--- config.mk ---
export PLATFORM = sky130hd
export DESIGN_NAME = uart_tx_feeder
export DESIGN_NICKNAME = d
export VERILOG_FILES = /design/src/rtl/uart_pkg.sv /design/src/rtl/uart_sync_fifo.sv /design/src/rtl/uart_tx_feeder.sv
export SDC_FILE = /design/constraint.sdc
export NUM_CORES = 1
export LEC_CHECK = 0
export BUFFER_PORTS_ARGS = -buffer_cell sky130_fd_sc_hd__buf_2
export CAP_MARGIN = 20
export CELL_PAD_IN_SITES_DETAIL_PLACEMENT = 2
export CELL_PAD_IN_SITES_GLOBAL_PLACEMENT = 2
export CORE_MARGIN = 3
export CORE_UTILIZATION = 35
export DETAILED_ROUTE_END_ITERATION = 16
export PLACE_DENSITY = 0.64
export SKIP_LAST_GASP = 1
export SYNTH_ARGS = -nofsm -noshare
export SYNTH_HDL_FRONTEND = slang
export SYNTH_SLANG_ARGS = --single-unit
--- constraint.sdc ---
create_clock -name clk -period 8.32 [get_ports clk]
set_clock_uncertainty 0.2 [all_clocks]
set_input_delay 0.416 -clock clk [delete_from_list [all_inputs] [get_ports clk]]
set_output_delay 0.416 -clock clk [all_outputs]
set_load 0.01 [all_outputs]
--- src/rtl/uart_pkg.sv ---
// Shared definitions for the UART block family.
// Sequencer state encoding plus the clock/baud defaults used by the UART blocks.
package uart_pkg;

  localparam int UART_DATA_W = 8;
  localparam int CLK_FREQ    = 50_000_000;
  localparam int BAUD_RATE   = 115_200;

  typedef enum logic [1:0] {
    S_IDLE,
    S_SEND,
    S_GAP
  } feeder_state_t;

endpackage

--- src/rtl/uart_sync_fifo.sv ---
// Single-clock byte FIFO for the transmit feeder.
// Flags are registered and are derived from the fill count, not from pointer compare.
module uart_sync_fifo #(
  parameter  int DEPTH  = 16,
  parameter  int DATA_W = 8,
  localparam int ADDR_W = $clog2(DEPTH),
  localparam int CNT_W  = ADDR_W + 1
) (
  input  logic              clk,
  input  logic              rst,
  input  logic              push,
  input  logic [DATA_W-1:0] push_data,
  input  logic              pop,
  output logic [DATA_W-1:0] head,
  output logic              full,
  output logic              empty,
  output logic [CNT_W-1:0]  level,
  output logic              overflow
);

  logic [DATA_W-1:0] r_mem [DEPTH];
  logic [ADDR_W-1:0] r_wr_ptr;
  logic [ADDR_W-1:0] r_rd_ptr;
  logic [CNT_W-1:0]  r_level;
  logic              r_full;
  logic              r_empty;
  logic              r_overflow;

  logic              w_do_push;
  logic              w_do_pop;
  logic [CNT_W-1:0]  w_level_nxt;

  // A push into a full FIFO is dropped even if a pop frees a slot this cycle.
  assign w_do_push   = push && !r_full;
  assign w_do_pop    = pop && !r_empty;
  assign w_level_nxt = r_level + CNT_W'(w_do_push) - CNT_W'(w_do_pop);

  always_ff @(posedge clk) begin
    if (rst) begin
      r_wr_ptr   <= '0;
      r_rd_ptr   <= '0;
      r_level    <= '0;
      r_full     <= 1'b0;
      r_empty    <= 1'b1;
      r_overflow <= 1'b0;
    end else begin
      if (w_do_push) r_wr_ptr <= r_wr_ptr + ADDR_W'(1);
      if (w_do_pop)  r_rd_ptr <= r_rd_ptr + ADDR_W'(1);
      r_level    <= w_level_nxt;
      r_full     <= (w_level_nxt == CNT_W'(DEPTH));
      r_empty    <= (w_level_nxt == '0);
      r_overflow <= push && r_full;
    end
  end

  always_ff @(posedge clk) begin
    if (w_do_push) r_mem[r_wr_ptr] <= push_data;
  end

  assign head     = r_mem[r_rd_ptr];
  assign full     = r_full;
  assign empty    = r_empty;
  assign level    = r_level;
  assign overflow = r_overflow;

endmodule

--- src/rtl/uart_tx_feeder.sv ---
// Byte FIFO plus send sequencer driving the UART transmitter's dintx/send.
//   state  | meaning
//   S_IDLE | waiting for a queued byte with tx_done low
//   S_SEND | byte presented, tx_send held until tx_done rises
//   S_GAP  | tx_send low, waiting for tx_done to fall
module uart_tx_feeder
  import uart_pkg::*;
#(
  parameter  int DEPTH  = 16,
  parameter  int DATA_W = UART_DATA_W,
  localparam int CNT_W  = $clog2(DEPTH) + 1
) (
  input  logic              clk,
  input  logic              rst,
  input  logic              wr_en,
  input  logic [DATA_W-1:0] wr_data,
  output logic              full,
  output logic              empty,
  output logic [CNT_W-1:0]  level,
  output logic              overflow,
  output logic [DATA_W-1:0] tx_data,
  output logic              tx_send,
  input  logic              tx_done,
  output logic              busy
);

  feeder_state_t     r_state;
  logic              r_done_q;
  logic              r_tx_send;
  logic [DATA_W-1:0] r_tx_data;

  logic              w_pop;
  logic              w_done_rise;
  logic              w_empty;
  logic [DATA_W-1:0] w_head;

  uart_sync_fifo #(
    .DEPTH  (DEPTH),
    .DATA_W (DATA_W)
  ) u_fifo (
    .clk       (clk),
    .rst       (rst),
    .push      (wr_en),
    .push_data (wr_data),
    .pop       (w_pop),
    .head      (w_head),
    .full      (full),
    .empty     (w_empty),
    .level     (level),
    .overflow  (overflow)
  );

  // A stale tx_done left over from the previous byte blocks the next pop.
  assign w_pop       = (r_state == S_IDLE) && !w_empty && !tx_done;
  assign w_done_rise = tx_done && !r_done_q;

  always_ff @(posedge clk) begin
    if (rst) begin
      r_state   <= S_IDLE;
      r_done_q  <= 1'b0;
      r_tx_send <= 1'b0;
      r_tx_data <= '0;
    end else begin
      r_done_q <= tx_done;
      unique case (r_state)
        S_IDLE: begin
          if (w_pop) begin
            r_tx_data <= w_head;
            r_tx_send <= 1'b1;
            r_state   <= S_SEND;
          end
        end
        S_SEND: begin
          if (w_done_rise) begin
            r_tx_send <= 1'b0;
            r_state   <= S_GAP;
          end
        end
        S_GAP: begin
          if (!tx_done) r_state <= S_IDLE;
        end
        default: begin
          r_tx_send <= 1'b0;
          r_state   <= S_IDLE;
        end
      endcase
    end
  end

  assign empty   = w_empty;
  assign tx_send = r_tx_send;
  assign tx_data = r_tx_data;
  assign busy    = (r_state != S_IDLE);

endmodule

# == Yosys cells after proc, flatten, opt, wreduce, memory -nomap -nowiden ==
# Memory sizes are Yosys's and may differ from the RTL's. A register that Yosys moved wholly into a read port is not among the register bits.
# Cells that the tools add are included.
# Widths: inputs -> output; s select.
# totals
register_bits,20
latchBits,0
ramBits,128
romBits,0
n_memories,1
# op_classes
addsub,4
mul,0
div_mod_pow,0
n_lt_le_gt_ge,0
n_eq_ne,6
shift,0
n_mux,9
n_bitwise,1
reduce_logical,16
# memory_table
name,depth,word_bits,read_ports,rd_clocked_by_memory_dff,wr,line_no,source
u_fifo.r_mem,16,8,1,1,1,uart_sync_fifo.sv:21,logic [DATA_W-1:0] r_mem [DEPTH];
# ops
op,n
$add 4x1->4 const B,2
$logic_and 1x1->1,6
$mux 2,3
$pmux 2 s3,1
$reduce_and 3->1,2
$add 5x1->5,1
$eq 5x5->1 const B,1
$logic_not 5->1,1
$sub 5x1->5,1
$logic_not 1->1,4
$mux 1,4
$ne 2x2->1 const B,2
$pmux 1 s3,1
$eq 2x1->1 const B,1
$eq 2x2->1 const B,1
$logic_not 2->1,1
$ne 2x1->1 const B,1
$reduce_and 2->1,1
$reduce_bool 2->1,1
$not 1->1,1

# == Depth between registers and ports, before layout ==
# logic_depth
depth_word,6
ltp_mapped,10

# == Cells and area by module ==
# A second synthesis with hierarchy kept.
# hier_totals
cells_unflattened,357
area_unflattened_um2,6294.8
# modules_own_cells
mod,n_inst,cells_per_inst,area_per_inst_um2,seq_area_each_um2
uart_sync_fifo,1,313,5843.1,4244.1
uart_tx_feeder,1,44,451.7,240.2

# == Least setup slack after synthesis ==
# No wires, ideal clock.
# synth_timing
path_kind,register to register
start,reg r_state[1]
end,"reg u_fifo.r_empty, in the netlist u_fifo.empty"
t_arrival_ps,2316
required_time_ps,8004
slack_ps,5688
stages_incl_launch_ff,11
n_path_buf,1
cell_sequence,dfxtp_1 > nor4_4 > buf_4 > ha_1 > inv_1 > ha_1 > fa_1 > a21o_1 > a21oi_1 > xnor2_1 > a31o_2
# synth_between
elab_chain_len,6
# synth_lines
item,line_no,source
from (decl),uart_tx_feeder.sv:27,feeder_state_t r_state;
from (signal assigned),uart_tx_feeder.sv:59,r_state <= S_IDLE;
from (signal assigned),uart_tx_feeder.sv:70,r_state <= S_SEND;
from (signal assigned),uart_tx_feeder.sv:76,r_state <= S_GAP;
$logic_not 2->1,uart_tx_feeder.sv:54,assign w_pop = (r_state == S_IDLE) && !w_empty && !tx_done;
$logic_and 1x1->1 (2 in series),uart_tx_feeder.sv:54,
$logic_and 1x1->1,uart_sync_fifo.sv:35,assign w_do_pop = pop && !r_empty;
net u_fifo.w_do_pop,uart_sync_fifo.sv:30,logic w_do_pop;
$sub 5x1->5,uart_sync_fifo.sv:36,assign w_level_nxt = r_level + CNT_W'(w_do_push) - CNT_W'(w_do_pop);
$logic_not 5->1,uart_sync_fifo.sv:51,r_empty <= (w_level_nxt == '0);
to (signal assigned),uart_sync_fifo.sv:51,
to (decl),uart_sync_fifo.sv:26,logic r_empty;
# The timed path passes the listed nets, and every way through them passes these cells.
# A chain may end at the register's enable or synchronous reset.

# == Worst setup path in the final report ==
# layout_timing
start,reg r_state[1]
end,"reg u_fifo.r_full, in the netlist u_fifo.full"
# layout_between
elab_chain_len,6
# layout_lines
item,line_no,source
$logic_not 2->1,uart_tx_feeder.sv:54,
$logic_and 1x1->1 (2 in series),uart_tx_feeder.sv:54,
$logic_and 1x1->1,uart_sync_fifo.sv:35,
$sub 5x1->5,uart_sync_fifo.sv:36,
$eq 5x5->1,uart_sync_fifo.sv:50,r_full <= (w_level_nxt == CNT_W'(DEPTH));
to (signal assigned),uart_sync_fifo.sv:50,
to (decl),uart_sync_fifo.sv:25,logic r_full;
# Every way passes these cells.

==> key figures <==
Run status
  • Outcome: finished clean

Die
  • Die extent in y: 139 um
  • FP Rows: 48
  • I/O pin count: 30
  • Core area: 17400 um^2
  • Starting Density: 0.359
  • Die W: 139 um
  • Die footprint: 19500 um^2

Route
  • WL/cell: 23.4 um
  • # DRC: 0
  • Detailed Route WL: 14300 um
  • DR vias: 3155
  • Initial drt markers: 162
  • ANT nets after route: 0
  • Vias/cell: 5.17
  • Drt pass-1 iters: 4

STA
  • Setup TNS: 0 ns
  • Slew HR: 0.342
  • Fin crit period: 3.17 ns
  • RSZ-0062 raised after global routing: false
  • Fmax: 316 MHz
  • Hold Violations, Final: 0
  • Pins over their slew limit: 0
  • Final setup fails: 0
  • Fin crit share: 0.381
  • Min Hold Slack: 0.134 ns
  • Pin slew with the least headroom to its limit: 0.984 ns

Min path
  • Worst hold path class: in -> reg

Global routing
  • Global-route wire length before repair: 22300 um
  • Largest net degree at the start of global routing: 35
  • Vias in the first global route: 3491
  • Overflow after GRT: 0
  • Gr usage total: 0.156
  • Initial antenna violation count: 0

Synthesis
  • Yosys top cell area share: 0.616
  • Synth Warn #: 0
  • Top cells by count, synth: 128 x edfxtp_1, 28 x dfxtp_1, 25 x mux4_2, 25 x nor2_1, 17 x mux2i_1
  • Seq/Total Area, Yosys: 0.706
  • Mapped Cells: 337
  • Leading post-synthesis cells by cell area: edfxtp_1 62%, mux4_2 9.0%, dfxtp_1 9.0%
  • Post-synth EDFFs: 128
  • Main flop type after synthesis: edfxtp_1
  • Cell with the most instances after synthesis: edfxtp_1
  • Library cells used by synthesis: 35
  • Post-Syn Area: 6230 um^2
  • Synth area leader: edfxtp_1
  • Mapped Nets: 360
  • Synth async-reset ratio: 0
  • Syn avg cell area: 18.5 um^2
  • Yosys reg bits: 156

Finish
  • Antenna diodes: 0
  • Cell area after layout: 7150 um^2
  • Register area: 4410 um^2
  • Share of cells above drive strength 1: 0.255
  • Nets@finish: 395
  • Final core utilization: 0.412
  • Layout Area Growth over Synthesis: 14.8%
  • Area of the multi-input gates: 1670 um^2
  • Fillers: 1648

Clock network
  • Bufs on Longest Clock Path: 2
  • Root buffer cell: clkbuf_16
  • CTS Buf Count: 17
  • Post CTS Setup Buffer Count: 0
  • CTS tree: yes
  • H-tree depth: 4
  • CTS Sinks: 156
  • Clock latency reported for the late side of the worst-skew pair: 0.43 ns
  • Clk pin slew, worst setup/hold paths: 0.07 ns

Placed design
  • RePlAce Congestion: 0.690
  • Post-Place Cell Area: 6560 um^2
  • Post-DP HPWL: 9210 um
  • Port Buffers: 29

Worst setup path
  • Worst-path fanout max: 15
  • Reg2reg setup slack: 5.15 ns
  • Worst Setup EP: u_fifo.full$_SDFF_PP0_
  • Reg2reg path depth: 9
  • FF-to-FF Start: r_state[1]$_SDFFE_PP0P_
  • Worst setup SP type: flop
  • Crit Path Class: reg -> reg
  • Critical path startpoint: r_state[1]$_SDFFE_PP0P_
  • Crit path capture type: flop
  • Worst EP required: 8.44 ns
  • FF-to-FF End: u_fifo.full$_SDFF_PP0_
  • Worst EP arrival: 3.28 ns

Power
  • Worst IR Drop VDD: 157 uV
  • PD cells: 282 nW/um^2
  • LEAKAGE: 2.39 nW

Flow run
  • MaxCap Viol Count: 0
[registers in the layout, summed over array words and instances, names as in the netlist]
| signal | flops |
|---|---|
| u_fifo.r_rd_ptr | 4 |
| u_fifo.level | 5 |
| u_fifo.empty | 1 |
| tx_data | 8 |
| u_fifo.full | 1 |
| r_state | 2 |
| u_fifo.r_mem | 128 |
| u_fifo.overflow | 1 |
| u_fifo.r_wr_ptr | 4 |
| tx_send | 1 |
| r_done_q | 1 |
[what timing repair did]
item                                   in CTS  in global routing
endpoints found under the hold margin       1                  0
hold buffers                                1                  0
gates resized for setup                     0                  0
[power by group]
part	internal [mW]	switching [mW]
Clock	0.422	0.338
Combinational	0.145	0.184
Sequential	0.895	0.0357
Total	1.46	0.558
[area by class of cell]
| type | count | area share |
|---|---|---|
| clock buffer | 17 | 0.0595 |
| clock inverter | 15 | 0.0217 |
| inverter | 9 | 0.00472 |
| multi-input combinational | 154 | 0.233 |
| sequential | 156 | 0.616 |
| tap | 225 | 0.0393 |
| timing repair buffer | 34 | 0.0259 |
[critical path, stage by stage (launching register included)]
cell	delay (ns)
dfxtp_1	0.38
nor4_4	0.81
ha_1	0.24
inv_1	0.05
ha_1	0.20
fa_1	0.41
a21o_1	0.17
a21oi_1	0.17
xnor2_1	0.14
nor4b_1	0.29
[cells by family (layout without fill, tap and decap cells)]
family / count (synthesis) / in the layout / synth area share
flops: 156 / 156 / 0.706
xor+xnor: 11 / 11 / 0.0155
compound gates: 26 / 26 / 0.0343
simple gates: 57 / 57 / 0.0458
fa+ha+maj: 11 / 11 / 0.0233
mux: 49 / 49 / 0.147
buf+inv: 27 / 75 / 0.0277
[metal layers]
layer / vias up / global-route usage / share of wire
met1: 1681 / 0.201 / 0.44
met4: 0 / 0.0664 / 0.023
met5: - / 0 / 0
li1: 1396 / - / -
met2: 61 / 0.260 / 0.51
met3: 17 / 0.0313 / 0.033
[metrics by stage]
stage	std cells	power, mW	worst slack, ns
5_1_grt	610	2.11	4.92
3_3_place_gp	577	1.26	5.18
4_1_cts	610	2.05	5.10
6_report	610	2.02	5.15
2_1_floorplan	337	1.18	5.69
3_5_place_dp	577	1.28	5.10
[cell usage in the layout, fill, tap and decap left out, types with 6 or more instances in the layout]
cell       synthesis  final
inv_1              9      9
nor3_1             8      6
nor2b_1            7      7
xor2_1             7      7
a21oi_1            6      6
mux4_2            25     25
mux2i_1           17     17
mux4_1             7      7
edfxtp_1         128    128
o21bai_1           8      8
ha_1              10     10
dfxtp_1           28     27
clkbuf_16          0     17
buf_2              5     29
nor2_1            25     25
nand2_1            7      7
[worst min path at each step]
stage / startpoint / to / cells after the start
CTS: tx_done / r_done_q$_SDFF_PP0_ / 2
global route: tx_done / r_done_q$_SDFF_PP0_ / 2
global placement: u_fifo.full$_SDFF_PP0_ / u_fifo.overflow$_SDFF_PP0_ / 2
floorplan: u_fifo.full$_SDFF_PP0_ / u_fifo.overflow$_SDFF_PP0_ / 2
detailed placement: u_fifo.full$_SDFF_PP0_ / u_fifo.overflow$_SDFF_PP0_ / 2
finish: tx_done / r_done_q$_SDFF_PP0_ / 2
Note: power is estimated with default switching activity, not from simulation.
